<file path="src/rtl/dma_axi_pkg.sv">
// Shared AXI constants and write-master state encoding for the 2D DMA masters.
package dma_axi_pkg;

  localparam logic [1:0] BURST_INCR  = 2'b01;
  localparam logic [1:0] RESP_OKAY   = 2'b00;
  localparam logic [1:0] RESP_SLVERR = 2'b10;
  localparam logic [1:0] RESP_DECERR = 2'b11;

  localparam int unsigned PAGE_BYTES = 4096;
  localparam int unsigned PAGE_BITS  = 12;

  typedef enum logic [2:0] {
    ST_IDLE = 3'd0,
    ST_AW   = 3'd1,
    ST_W    = 3'd2,
    ST_B    = 3'd3,
    ST_DONE = 3'd4
  } wr_state_e;

endpackage

</file>
<file path="src/rtl/axi_burst_planner.sv">
// Sizes the next burst: limited by max burst, rest of the line and the 4 KB page.
module axi_burst_planner
  import dma_axi_pkg::*;
#(
  parameter int unsigned DATA_WIDTH      = 32,
  parameter int unsigned MAX_BURST_BEATS = 16
) (
  input  logic [PAGE_BITS-1:0]    addr_lo,
  input  logic [31:0]             line_done,
  input  logic [31:0]             width,
  output logic [31:0]             burst_bytes_c,
  output logic [7:0]              awlen_c,
  output logic [DATA_WIDTH/8-1:0] last_strb_c,
  output logic                    line_end_c
);

  localparam int unsigned BEAT_BYTES = DATA_WIDTH / 8;
  localparam int unsigned BEAT_SHIFT = $clog2(BEAT_BYTES);
  localparam int unsigned MAX_BYTES  = MAX_BURST_BEATS * BEAT_BYTES;

  logic [31:0]           remain_c;
  logic [31:0]           page_left_c;
  logic [31:0]           beats_c;
  logic [BEAT_SHIFT-1:0] tail_c;

  // Burst length is the tightest of the three limits; tail bytes set the final strobe.
  always_comb begin
    remain_c      = width - line_done;
    page_left_c   = 32'(PAGE_BYTES) - 32'(addr_lo);
    burst_bytes_c = 32'(MAX_BYTES);
    if (remain_c < burst_bytes_c) burst_bytes_c = remain_c;
    if (page_left_c < burst_bytes_c) burst_bytes_c = page_left_c;
    beats_c    = (burst_bytes_c + 32'(BEAT_BYTES - 1)) >> BEAT_SHIFT;
    awlen_c    = 8'(beats_c - 32'd1);
    line_end_c = (burst_bytes_c == remain_c);
    tail_c     = width[BEAT_SHIFT-1:0];
    for (int i = 0; i < int'(BEAT_BYTES); i++) begin
      last_strb_c[i] = (tail_c == '0) || (BEAT_SHIFT'(i) < tail_c);
    end
  end

endmodule

</file>
<file path="src/rtl/axi_2d_write_master_p.sv">
// AXI4 write master draining a FWFT FIFO into a strided 2D destination region.
module axi_2d_write_master_p
  import dma_axi_pkg::*;
#(
  parameter int unsigned C_M_AXI_ADDR_WIDTH = 32,
  parameter int unsigned C_M_AXI_DATA_WIDTH = 32,
  parameter int unsigned C_MAX_BURST_BEATS  = 16
) (
  input  logic                              clk,
  input  logic                              reset_n,
  input  logic                              i_start,
  input  logic [C_M_AXI_ADDR_WIDTH-1:0]     i_dst_addr,
  input  logic [31:0]                       i_img_width,
  input  logic [31:0]                       i_img_height,
  input  logic [31:0]                       i_img_stride,
  output logic                              o_busy,
  output logic                              o_write_done,
  output logic                              o_write_error,
  input  logic                              i_fifo_empty,
  output logic                              o_fifo_rd_en,
  input  logic [C_M_AXI_DATA_WIDTH-1:0]     i_w_data,
  output logic [C_M_AXI_ADDR_WIDTH-1:0]     m_axi_awaddr,
  output logic [7:0]                        m_axi_awlen,
  output logic [2:0]                        m_axi_awsize,
  output logic [1:0]                        m_axi_awburst,
  output logic                              m_axi_awvalid,
  input  logic                              m_axi_awready,
  output logic [C_M_AXI_DATA_WIDTH-1:0]     m_axi_wdata,
  output logic [C_M_AXI_DATA_WIDTH/8-1:0]   m_axi_wstrb,
  output logic                              m_axi_wlast,
  output logic                              m_axi_wvalid,
  input  logic                              m_axi_wready,
  input  logic [1:0]                        m_axi_bresp,
  input  logic                              m_axi_bvalid,
  output logic                              m_axi_bready
);

  localparam int unsigned AW         = C_M_AXI_ADDR_WIDTH;
  localparam int unsigned BEAT_BYTES = C_M_AXI_DATA_WIDTH / 8;
  localparam int unsigned BEAT_SHIFT = $clog2(BEAT_BYTES);

  wr_state_e             state_q, state_d;
  logic [AW-1:0]         addr_q, addr_d, line_start_q, line_start_d;
  logic [31:0]           line_done_q, line_done_d, line_cnt_q, line_cnt_d;
  logic [31:0]           width_q, width_d, height_q, height_d, stride_q, stride_d;
  logic [31:0]           burst_bytes_q, burst_bytes_d;
  logic [7:0]            awlen_q, awlen_d, beat_cnt_q, beat_cnt_d;
  logic [BEAT_BYTES-1:0] last_strb_q, last_strb_d;
  logic                  line_end_q, line_end_d;
  logic                  awvalid_q, awvalid_d, busy_q, busy_d;
  logic                  done_q, done_d, err_q, err_d;

  logic [31:0]           plan_bytes_c;
  logic [7:0]            plan_len_c;
  logic [BEAT_BYTES-1:0] plan_strb_c;
  logic                  plan_end_c;
  logic                  last_beat_c;

  axi_burst_planner #(
    .DATA_WIDTH      (C_M_AXI_DATA_WIDTH),
    .MAX_BURST_BEATS (C_MAX_BURST_BEATS)
  ) u_planner (
    .addr_lo       (addr_d[PAGE_BITS-1:0]),
    .line_done     (line_done_d),
    .width         (width_d),
    .burst_bytes_c (plan_bytes_c),
    .awlen_c       (plan_len_c),
    .last_strb_c   (plan_strb_c),
    .line_end_c    (plan_end_c)
  );

  assign last_beat_c   = (beat_cnt_q == awlen_q);
  assign m_axi_awaddr  = addr_q;
  assign m_axi_awlen   = awlen_q;
  assign m_axi_awsize  = 3'(BEAT_SHIFT);
  assign m_axi_awburst = BURST_INCR;
  assign m_axi_awvalid = awvalid_q;
  assign m_axi_wvalid  = (state_q == ST_W) && !i_fifo_empty;
  assign m_axi_wdata   = i_w_data;
  assign m_axi_wlast   = m_axi_wvalid && last_beat_c;
  assign m_axi_wstrb   = (last_beat_c && line_end_q) ? last_strb_q : '1;
  assign o_fifo_rd_en  = m_axi_wvalid && m_axi_wready;
  assign m_axi_bready  = (state_q == ST_B);
  assign o_busy        = busy_q;
  assign o_write_done  = done_q;
  assign o_write_error = err_q;

  // Transfer sequencing and address walk across bursts and lines.
  always_comb begin
    state_d      = state_q;
    addr_d       = addr_q;
    line_start_d = line_start_q;
    line_done_d  = line_done_q;
    line_cnt_d   = line_cnt_q;
    width_d      = width_q;
    height_d     = height_q;
    stride_d     = stride_q;
    beat_cnt_d   = beat_cnt_q;
    err_d        = err_q;
    case (state_q)
      ST_IDLE: if (i_start) begin
        err_d        = 1'b0;
        width_d      = i_img_width;
        height_d     = i_img_height;
        stride_d     = i_img_stride;
        addr_d       = i_dst_addr;
        line_start_d = i_dst_addr;
        line_done_d  = '0;
        line_cnt_d   = '0;
        state_d      = (i_img_width == '0 || i_img_height == '0) ? ST_DONE : ST_AW;
      end
      ST_AW: if (m_axi_awready) begin
        beat_cnt_d = '0;
        state_d    = ST_W;
      end
      ST_W: if (o_fifo_rd_en) begin
        beat_cnt_d = beat_cnt_q + 8'd1;
        if (last_beat_c) state_d = ST_B;
      end
      ST_B: if (m_axi_bvalid) begin
        if (m_axi_bresp != RESP_OKAY) err_d = 1'b1;
        if (line_end_q) begin
          line_start_d = line_start_q + AW'(stride_q);
          addr_d       = line_start_d;
          line_done_d  = '0;
          line_cnt_d   = line_cnt_q + 32'd1;
          state_d      = (line_cnt_d == height_q) ? ST_DONE : ST_AW;
        end else begin
          addr_d      = addr_q + AW'(burst_bytes_q);
          line_done_d = line_done_q + burst_bytes_q;
          state_d     = ST_AW;
        end
      end
      ST_DONE: state_d = ST_IDLE;
      default: state_d = ST_IDLE;
    endcase
  end

  // Capture the burst plan on entry to AW and register the status outputs.
  always_comb begin
    awlen_d       = awlen_q;
    burst_bytes_d = burst_bytes_q;
    line_end_d    = line_end_q;
    last_strb_d   = last_strb_q;
    if (state_d == ST_AW) begin
      awlen_d       = plan_len_c;
      burst_bytes_d = plan_bytes_c;
      line_end_d    = plan_end_c;
      last_strb_d   = plan_strb_c;
    end
    awvalid_d = (state_d == ST_AW);
    busy_d    = (state_d != ST_IDLE);
    done_d    = (state_q == ST_DONE);
  end

  // State and datapath registers with synchronous active-low reset.
  always_ff @(posedge clk) begin
    if (!reset_n) begin
      state_q       <= ST_IDLE;
      addr_q        <= '0;
      line_start_q  <= '0;
      line_done_q   <= '0;
      line_cnt_q    <= '0;
      width_q       <= '0;
      height_q      <= '0;
      stride_q      <= '0;
      burst_bytes_q <= '0;
      awlen_q       <= '0;
      beat_cnt_q    <= '0;
      last_strb_q   <= '0;
      line_end_q    <= 1'b0;
      awvalid_q     <= 1'b0;
      busy_q        <= 1'b0;
      done_q        <= 1'b0;
      err_q         <= 1'b0;
    end else begin
      state_q       <= state_d;
      addr_q        <= addr_d;
      line_start_q  <= line_start_d;
      line_done_q   <= line_done_d;
      line_cnt_q    <= line_cnt_d;
      width_q       <= width_d;
      height_q      <= height_d;
      stride_q      <= stride_d;
      burst_bytes_q <= burst_bytes_d;
      awlen_q       <= awlen_d;
      beat_cnt_q    <= beat_cnt_d;
      last_strb_q   <= last_strb_d;
      line_end_q    <= line_end_d;
      awvalid_q     <= awvalid_d;
      busy_q        <= busy_d;
      done_q        <= done_d;
      err_q         <= err_d;
    end
  end

endmodule

</file>
<file path="config.mk">
export PLATFORM = sky130hd
export DESIGN_NAME = axi_2d_write_master_p
export DESIGN_NICKNAME = d
export VERILOG_FILES = /design/src/rtl/dma_axi_pkg.sv /design/src/rtl/axi_burst_planner.sv /design/src/rtl/axi_2d_write_master_p.sv
export SDC_FILE = /design/constraint.sdc
export NUM_CORES = 1
export LEC_CHECK = 0
export BUFFER_PORTS_ARGS = -buffer_cell sky130_fd_sc_hd__buf_2
export CAP_MARGIN = 10
export CORE_ASPECT_RATIO = 1.75
export CORE_MARGIN = 4
export CORE_UTILIZATION = 60
export DETAILED_ROUTE_END_ITERATION = 6
export PLACE_DENSITY = 0.93
export SYNTH_ARGS = -nofsm -noshare
export SYNTH_HDL_FRONTEND = slang
export SYNTH_SLANG_ARGS = --single-unit
</file>
<file path="constraint.sdc">
create_clock -name clk -period 21.7 [get_ports clk]
set_input_delay 6.51 -clock clk [delete_from_list [all_inputs] [get_ports clk]]
set_output_delay 6.51 -clock clk [all_outputs]
set_load 0.05 [all_outputs]
</file>
After elaboration in Yosys (flattened, before gate mapping)
Index checks and enable logic that the tools add are counted.
{"block": "op_classes", "bitwise_logic": 0, "order_cmp": 6, "n_eq_ne": 14, "addsub": 9, "n_shift": 0, "div": 0, "n_reduce_logical": 23, "mul": 0, "n_mux": 37}
{"cell": "$mux W32", "n": 16}
{"cell": "$pmux W32 S2", "n": 4}
{"cell": "$add A32 B32 Y32", "n": 3}
{"cell": "$eq A32 B32 Y1", "n": 2}
{"cell": "$logic_not A32 Y1", "n": 2}
{"cell": "$add A32 B1 Y32 const B", "n": 1}
{"cell": "$lt A32 B32 Y1", "n": 1}
{"cell": "$lt A32 B7 Y1 const B", "n": 1}
{"cell": "$sub A32 B32 Y32", "n": 1}
{"cell": "$mux W3", "n": 8}
{"cell": "$mux W8", "n": 2}
{"cell": "$pmux W8 S2", "n": 1}
{"cell": "$sub A13 B12 Y14 const A", "n": 1}
{"cell": "$pmux W3 S4", "n": 1}
{"cell": "$add A10 B2 Y10 const B", "n": 1}
{"cell": "$add A8 B1 Y8 const B", "n": 1}
{"cell": "$eq A8 B8 Y1", "n": 1}
{"cell": "$ne A2 B2 Y1 const B", "n": 4}
{"cell": "$reduce_and A4 Y1", "n": 2}
{"cell": "$sub A8 B1 Y8 const B", "n": 1}
{"cell": "$eq A3 B1 Y1 const B", "n": 2}
{"cell": "$eq A3 B2 Y1 const B", "n": 2}
{"cell": "$reduce_and A3 Y1", "n": 2}
{"cell": "$reduce_bool A2 Y1", "n": 3}
{"cell": "other kinds (14)", "n": 26}
{"block": "totals", "ramBits": 0, "latchBits": 0, "wordCells": 107, "mem_count": 0, "romBits": 0, "reg_bits": 284}

Depth between registers and ports, before layout
{"block": "depth", "word_depth": 11, "depth_mapped": 46, "depth_no_buf": 46}

Cells and area by module
From an unflattened synthesis, not the netlist that was laid out.
{"block": "unflattened", "hier_cells": 2872, "area_unflattened_um2": 21426.8}
{"mod": "axi_2d_write_master_p", "area_each_um2": 17666.9, "seq_area_each_um2": 5685.5, "cells_each": 2305, "n_inst": 1}
{"mod": "axi_burst_planner", "area_each_um2": 3759.9, "seq_area_each_um2": 0.0, "cells_each": 567, "n_inst": 1}

Least setup slack after synthesis
Ideal clock, no wire load.
{"block": "synth_timing", "kind": "input to output", "startpoint": "in i_fifo_empty", "endpoint": "out o_fifo_rd_en", "path_slack_ns": 6.053, "required_ns": 15.190, "stages": 3, "arrival_ns": 9.137, "n_path_buf": 0, "cell_sequence": "nor4b_1 nand2_1 inv_1"}
{"block": "synth_via", "elab_chain_cells": 3}
{"item": "start: declaration", "line": "axi_2d_write_master_p.sv:19", "rtl": "input logic i_fifo_empty,"}
{"item": "$logic_not A1 Y1", "line": "axi_2d_write_master_p.sv:78", "rtl": "assign m_axi_wvalid = (state_q == ST_W) && !i_fifo_empty;"}
{"item": "$logic_and A1 B1 Y1", "line": "axi_2d_write_master_p.sv:78"}
{"item": "$logic_and A1 B1 Y1", "line": "axi_2d_write_master_p.sv:82", "rtl": "assign o_fifo_rd_en = m_axi_wvalid && m_axi_wready;"}
{"item": "end: declaration", "line": "axi_2d_write_master_p.sv:20", "rtl": "output logic o_fifo_rd_en,"}
No other way between the ends.

Final worst setup path
{"block": "layout_timing", "startpoint": "in m_axi_bvalid", "endpoint": "reg awlen_q[4], in the netlist m_axi_awlen[4]"}
{"block": "layout_via", "elab_chain_cells": 9, "word_cells_on_any_way": 15, "classes_between": "add/sub (4); order compare (2); eq/ne (1); mux (8)"}
{"item": "start: declaration", "line": "axi_2d_write_master_p.sv:34", "rtl": "input logic m_axi_bvalid,"}
{"item": "$mux W32 (*)", "line": "axi_2d_write_master_p.sv:120", "rtl": "ST_B: if (m_axi_bvalid) begin"}
{"item": "$pmux W32 S2 (*)", "line": "axi_2d_write_master_p.sv:100", "rtl": "case (state_q)"}
{"item": "named net line_done_d[0]", "line": "axi_2d_write_master_p.sv:44", "rtl": "logic [31:0] line_done_q, line_done_d, line_cnt_q, line_cnt_d;"}
{"item": "$sub A32 B32 Y32 (*)", "line": "axi_burst_planner.sv:28", "rtl": "remain_c = width - line_done;"}
{"item": "$lt A32 B7 Y1", "line": "axi_burst_planner.sv:31", "rtl": "if (remain_c < burst_bytes_c) burst_bytes_c = remain_c;"}
{"item": "$mux W32 (*)", "line": "axi_burst_planner.sv:31"}
{"item": "$lt A32 B32 Y1", "line": "axi_burst_planner.sv:32", "rtl": "if (page_left_c < burst_bytes_c) burst_bytes_c = page_left_c;"}
{"item": "$mux W32 (*)", "line": "axi_burst_planner.sv:32"}
{"item": "$add A10 B2 Y10 (*)", "line": "axi_burst_planner.sv:33", "rtl": "beats_c = (burst_bytes_c + 32'(BEAT_BYTES - 1)) >> BEAT_SHIFT;"}
{"item": "$sub A8 B1 Y8 (*)", "line": "axi_burst_planner.sv:34", "rtl": "awlen_c = 8'(beats_c - 32'd1);"}
{"item": "end signal: assignment", "line": "axi_2d_write_master_p.sv:186", "rtl": "awlen_q <= awlen_d;"}
{"item": "end: declaration", "line": "axi_2d_write_master_p.sv:47", "rtl": "logic [7:0] awlen_q, awlen_d, beat_cnt_q, beat_cnt_d;"}
Mark *: on every way through the listed nets, which the timed path passes. The rest lies on a longest branch. The select of a mux whose other input is x is not followed.
A chain may end at the register's enable or synchronous reset.

==> impl_results.html <==
<table>
<tr><th>Metric</th><th>Value</th></tr>
<tr><th colspan="2">CTS</th></tr>
<tr><td>CTS Buf Count</td><td>28</td></tr>
<tr><td>CTS Hold Bufs</td><td>0</td></tr>
<tr><td>Clock sink count</td><td>284</td></tr>
<tr><td>Buffers inserted by post-CTS timing repair</td><td>0</td></tr>
<tr><td>Clock transition at path regs</td><td>0.07 ns</td></tr>
<tr><td>Max Root-Sink Buffers</td><td>3</td></tr>
<tr><td>Clk Latency, worst-skew pair</td><td>0.57 ns</td></tr>
<tr><td>Resize count post-CTS</td><td>0</td></tr>
<tr><td>Clock tree root driver cell</td><td>sky130_fd_sc_hd__clkbuf_16</td></tr>
<tr><td>CTS tree</td><td>yes</td></tr>
<tr><td>H-tree lvl count</td><td>1</td></tr>
<tr><th colspan="2">STA</th></tr>
<tr><td>Peak clock frequency supported by timing</td><td>65.7 MHz</td></tr>
<tr><td>Worst Tran Pin Value</td><td>1.18 ns</td></tr>
<tr><td>Relative max-transition margin</td><td>20.0%</td></tr>
<tr><td>Setup repair after global routing missed its margin</td><td>false</td></tr>
<tr><td>Final sum of negative setup slack</td><td>0 ns</td></tr>
<tr><td>Setup clock skew after layout</td><td>0.0169 ns</td></tr>
<tr><td>Max Transition Viols Final</td><td>0</td></tr>
<tr><td>Share of the clock period used by the worst path</td><td>70.1%</td></tr>
<tr><td>Endpoints failing setup</td><td>0</td></tr>
<tr><td>Endpoints failing hold</td><td>0</td></tr>
<tr><td>Minimum period implied by the final worst setup slack</td><td>15.21 ns</td></tr>
<tr><th colspan="2">Hold path</th></tr>
<tr><td>Worst Hold Class</td><td>reg -&gt; reg</td></tr>
<tr><th colspan="2">Finish</th></tr>
<tr><td>Fraction of layout instances using a drive strength above 1</td><td>11.6%</td></tr>
<tr><td>Final standard cell utilization of the core</td><td>67.0%</td></tr>
<tr><td>Nets</td><td>2,931</td></tr>
<tr><td>Top library cells by usage in the layout, fill and taps aside</td><td>sky130_fd_sc_hd__nand2_1, sky130_fd_sc_hd__a21oi_1, sky130_fd_sc_hd__dfxtp_1</td></tr>
<tr><td>Layout area overhead</td><td>9.78%</td></tr>
<tr><td>Number of standard cells in the layout, taps in and fillers out</td><td>3,034</td></tr>
<tr><td>Most common library cell in the layout ignoring fill and taps</td><td>sky130_fd_sc_hd__nand2_1</td></tr>
<tr><th colspan="2">Placed design</th></tr>
<tr><td>IO Port Bufs</td><td>188</td></tr>
<tr><td>Final HPWL from detailed placement</td><td>45,100 µm</td></tr>
<tr><td>Final weighted congestion in routability-driven placement</td><td>0.962</td></tr>
<tr><td>Number of placed cells counting well taps</td><td>2,982</td></tr>
<tr><th colspan="2">Floorplanning</th></tr>
<tr><td>I/O pins</td><td>258</td></tr>
<tr><td>Floorplan die height</td><td>246 µm</td></tr>
<tr><td>Starting Density</td><td>61.1%</td></tr>
<tr><td>Die Area</td><td>35,400 µm²</td></tr>
<tr><td>Horiz. Die Dim</td><td>144 µm</td></tr>
<tr><td>Row cnt</td><td>86</td></tr>
<tr><td>CORE AREA</td><td>31,700 µm²</td></tr>
<tr><th colspan="2">Synthesis</th></tr>
<tr><td>Count of flip-flops with a built-in enable after synthesis</td><td>0</td></tr>
<tr><td>Area leader, netlist</td><td>sky130_fd_sc_hd__dfxtp_1</td></tr>
<tr><td>Syn. warnings</td><td>0</td></tr>
<tr><td>Sequential cell area fraction in the yosys report</td><td>29.3%</td></tr>
<tr><td>Post-Synthesis Cell Area</td><td>19,400 µm²</td></tr>
<tr><td>Most used DFF post-synth</td><td>sky130_fd_sc_hd__dfxtp_1</td></tr>
<tr><td>Main area contributors after synthesis</td><td>sky130_fd_sc_hd__dfxtp_1, sky130_fd_sc_hd__ha_1, sky130_fd_sc_hd__nand2_1, sky130_fd_sc_hd__a21oi_1, sky130_fd_sc_hd__xnor2_1</td></tr>
<tr><td>Synthesis-stage register bit count</td><td>284</td></tr>
<tr><td>Post-Synthesis Cells</td><td>2,529</td></tr>
<tr><td>Area fraction of the dominant cell type after synthesis</td><td>29.3%</td></tr>
<tr><td>Number of different library cells in the post-synthesis netlist</td><td>94</td></tr>
<tr><td>Average cell area after synthesis</td><td>7.67 µm²</td></tr>
<tr><td>Synth async-reset ratio</td><td>0%</td></tr>
<tr><th colspan="2">Power</th></tr>
<tr><td>Ratio of total power to cell area</td><td>76.9 nW/µm²</td></tr>
<tr><td>Max IR drop VDD</td><td>0.0652 mV</td></tr>
<tr><td>Static leakage</td><td>9.44 nW</td></tr>
<tr><td>Overall power consumption</td><td>1.64 mW</td></tr>
<tr><th colspan="2">Setup path</th></tr>
<tr><td>Kind of end point of the critical path</td><td>register</td></tr>
<tr><td>Highest fanout seen on the critical path</td><td>31</td></tr>
<tr><td>Slowest Stage Delay on Critical Path</td><td>0.82 ns</td></tr>
<tr><td>Required time of the critical path</td><td>22.17 ns</td></tr>
<tr><td>Worst Path Class, Setup</td><td>in -&gt; reg</td></tr>
<tr><td>Critical-path cell with the highest stage delay</td><td>sky130_fd_sc_hd__a2111oi_0</td></tr>
<tr><td>Data arrival time at the worst-slack endpoint</td><td>15.68 ns</td></tr>
<tr><td>Critical path's most frequent cell</td><td>sky130_fd_sc_hd__ha_1</td></tr>
<tr><td>Critical path launch point type</td><td>input pin</td></tr>
<tr><th colspan="2">Job</th></tr>
<tr><td>Max-cap violations</td><td>0</td></tr>
<tr><th colspan="2">Outcome</th></tr>
<tr><td>Outcome</td><td>finished, violations left</td></tr>
<tr><td>Failing checks</td><td>design-rule violations</td></tr>
<tr><th colspan="2">Global routing</th></tr>
<tr><td>Final global-route overflow total</td><td>0</td></tr>
<tr><td>Overall track demand over capacity in global routing</td><td>32.5%</td></tr>
<tr><td>Largest net degree at the start of global routing</td><td>83</td></tr>
<tr><td>Antenna violations before repair</td><td>0</td></tr>
<tr><td>Number of global-route vias before repair</td><td>19,100</td></tr>
<tr><td>Wire length of the first global-routing pass</td><td>94,300 µm</td></tr>
<tr><th colspan="2">Detailed routing</th></tr>
<tr><td>Average detailed-routed wire length per instance</td><td>19.8 µm</td></tr>
<tr><td>DRC violations left</td><td>2</td></tr>
<tr><td>Routed Wire Length</td><td>60,000 µm</td></tr>
<tr><td>Routed Antenna Nets</td><td>0</td></tr>
<tr><td>Number of detailed-routing iterations run before antenna repair</td><td>7</td></tr>
<tr><td>First-iteration detailed-routing DRC count</td><td>1,485</td></tr>
<tr><td>Routed vias</td><td>19,600</td></tr>
<tr><td>Routed vias/inst</td><td>6.46</td></tr>
</table>
registers in the layout (all words and copies together) (netlist names):
| name | flops |
|---|---|
| m_axi_awvalid | 1 |
| line_cnt_q | 32 |
| width_q | 32 |
| line_end_q | 1 |
| beat_cnt_q | 8 |
| m_axi_awlen | 8 |
| o_write_error | 1 |
| o_busy | 1 |
| height_q | 32 |
| stride_q | 32 |
| burst_bytes_q | 32 |
| m_axi_awaddr | 32 |
| state_q | 3 |
| last_strb_q | 4 |
| line_done_q | 32 |
| line_start_q | 32 |
| o_write_done | 1 |
area by class of cell:
cell class | count | area [µm²]
clock inverter | 12 | 171
fill | 2547 | 10500
tap | 396 | 495
antenna | 1 | 2.50
clock buffer | 39 | 823
inverter | 53 | 205
timing repair buffer | 206 | 1080
multi-input combinational | 2043 | 12800
sequential | 284 | 5690
critical path: cells and delay by family:
family,cells,cell delay [ns]
buf+inv,2,0.58
compound gates,15,4.04
mux,1,0.25
xor+xnor,1,0.18
fa+ha+maj,4,0.93
simple gates,10,3.16
kinds of logic (layout without fill, tap and decap cells):
| group | count (synthesis) | in the layout | synth area share (%) |
|---|---|---|---|
| xor gates and xnor gates | 175 | 175 | 7.91 |
| muxes | 15 | 15 | 0.807 |
| DFF | 284 | 284 | 29.3 |
| AOI/OAI and AO/OA | 723 | 723 | 24.1 |
| and+or+nand+nor | 973 | 973 | 23.3 |
| adders and majority gates | 146 | 146 | 9.58 |
| buffers and inverters | 211 | 310 | 4.92 |
| other | 2 | 12 | 0.0387 |
metal layers:
metal	vias to the layer above	routed length [µm]	track usage, %
met5	-	0	0
met4	0	4680	21.8
met3	287	4260	4.65
met2	927	29900	58.2
met1	9144	21100	34.7
li1	9238	-	-
power breakdown:
group          total, mW  internal (mW)  switching, mW
combinational      0.517          0.181          0.336
clock              0.533          0.312          0.221
sequential         0.586          0.555         0.0301
total               1.64           1.05          0.587
through the flow:
step                      hold slack (ns)  setup slack [ns]  instance area [µm²]
after global routing                0.482              5.81                21300
after CTS                           0.461              6.76                21300
final                               0.463              6.49                21300
after global placement              0.439              6.41                20300
after floorplan                     0.432              6.05                19400
after detailed placement            0.452              6.20                20300
final timing paths:
path	to	startpoint	slack [ns]	cells past startpoint
hold / removal	width_q[26]	width_q[26]	0.46	2
setup reg to reg	m_axi_awlen[4]	burst_bytes_q[0]	9.72	41
setup / recovery	m_axi_awlen[4]	m_axi_bvalid	6.49	33
hold reg to reg	width_q[26]	width_q[26]	0.46	2
cell usage after synthesis (7+ instances only):
| library cell | n |
|---|---|
| sky130_fd_sc_hd__a21o_1 | 49 |
| sky130_fd_sc_hd__or4_1 | 7 |
| sky130_fd_sc_hd__o211a_1 | 8 |
| sky130_fd_sc_hd__buf_1 | 13 |
| sky130_fd_sc_hd__o2111ai_1 | 8 |
| sky130_fd_sc_hd__xnor2_1 | 105 |
| sky130_fd_sc_hd__o21a_1 | 22 |
| sky130_fd_sc_hd__or3_1 | 13 |
| sky130_fd_sc_hd__dfxtp_1 | 284 |
| sky130_fd_sc_hd__buf_4 | 38 |
| sky130_fd_sc_hd__a211oi_1 | 19 |
| sky130_fd_sc_hd__a222oi_1 | 17 |
| sky130_fd_sc_hd__o21ai_1 | 12 |
| sky130_fd_sc_hd__nor3b_1 | 8 |
| sky130_fd_sc_hd__mux2i_1 | 10 |
| sky130_fd_sc_hd__o21ai_0 | 97 |
| sky130_fd_sc_hd__nor3_1 | 44 |
| sky130_fd_sc_hd__inv_1 | 51 |
| sky130_fd_sc_hd__ha_1 | 142 |
| sky130_fd_sc_hd__xor2_1 | 70 |
| sky130_fd_sc_hd__nor2b_1 | 26 |
| sky130_fd_sc_hd__and3_1 | 44 |
| sky130_fd_sc_hd__nand4_1 | 30 |
| sky130_fd_sc_hd__o22ai_1 | 8 |
| sky130_fd_sc_hd__o211ai_1 | 18 |
| sky130_fd_sc_hd__nand2_1 | 403 |
| sky130_fd_sc_hd__a22oi_1 | 49 |
| sky130_fd_sc_hd__nor4_1 | 35 |
| sky130_fd_sc_hd__nand2b_1 | 24 |
| sky130_fd_sc_hd__and2_1 | 18 |
| sky130_fd_sc_hd__o21bai_1 | 12 |
| sky130_fd_sc_hd__clkbuf_1 | 100 |
| sky130_fd_sc_hd__a21oi_1 | 287 |
| sky130_fd_sc_hd__o31ai_1 | 7 |
| sky130_fd_sc_hd__a211o_1 | 9 |
| sky130_fd_sc_hd__nor2_1 | 221 |
| sky130_fd_sc_hd__or2_2 | 11 |
| sky130_fd_sc_hd__nand3_1 | 61 |
| sky130_fd_sc_hd__a311oi_1 | 15 |
| sky130_fd_sc_hd__a31oi_1 | 15 |
Note: power is estimated with default switching activity, not from simulation.
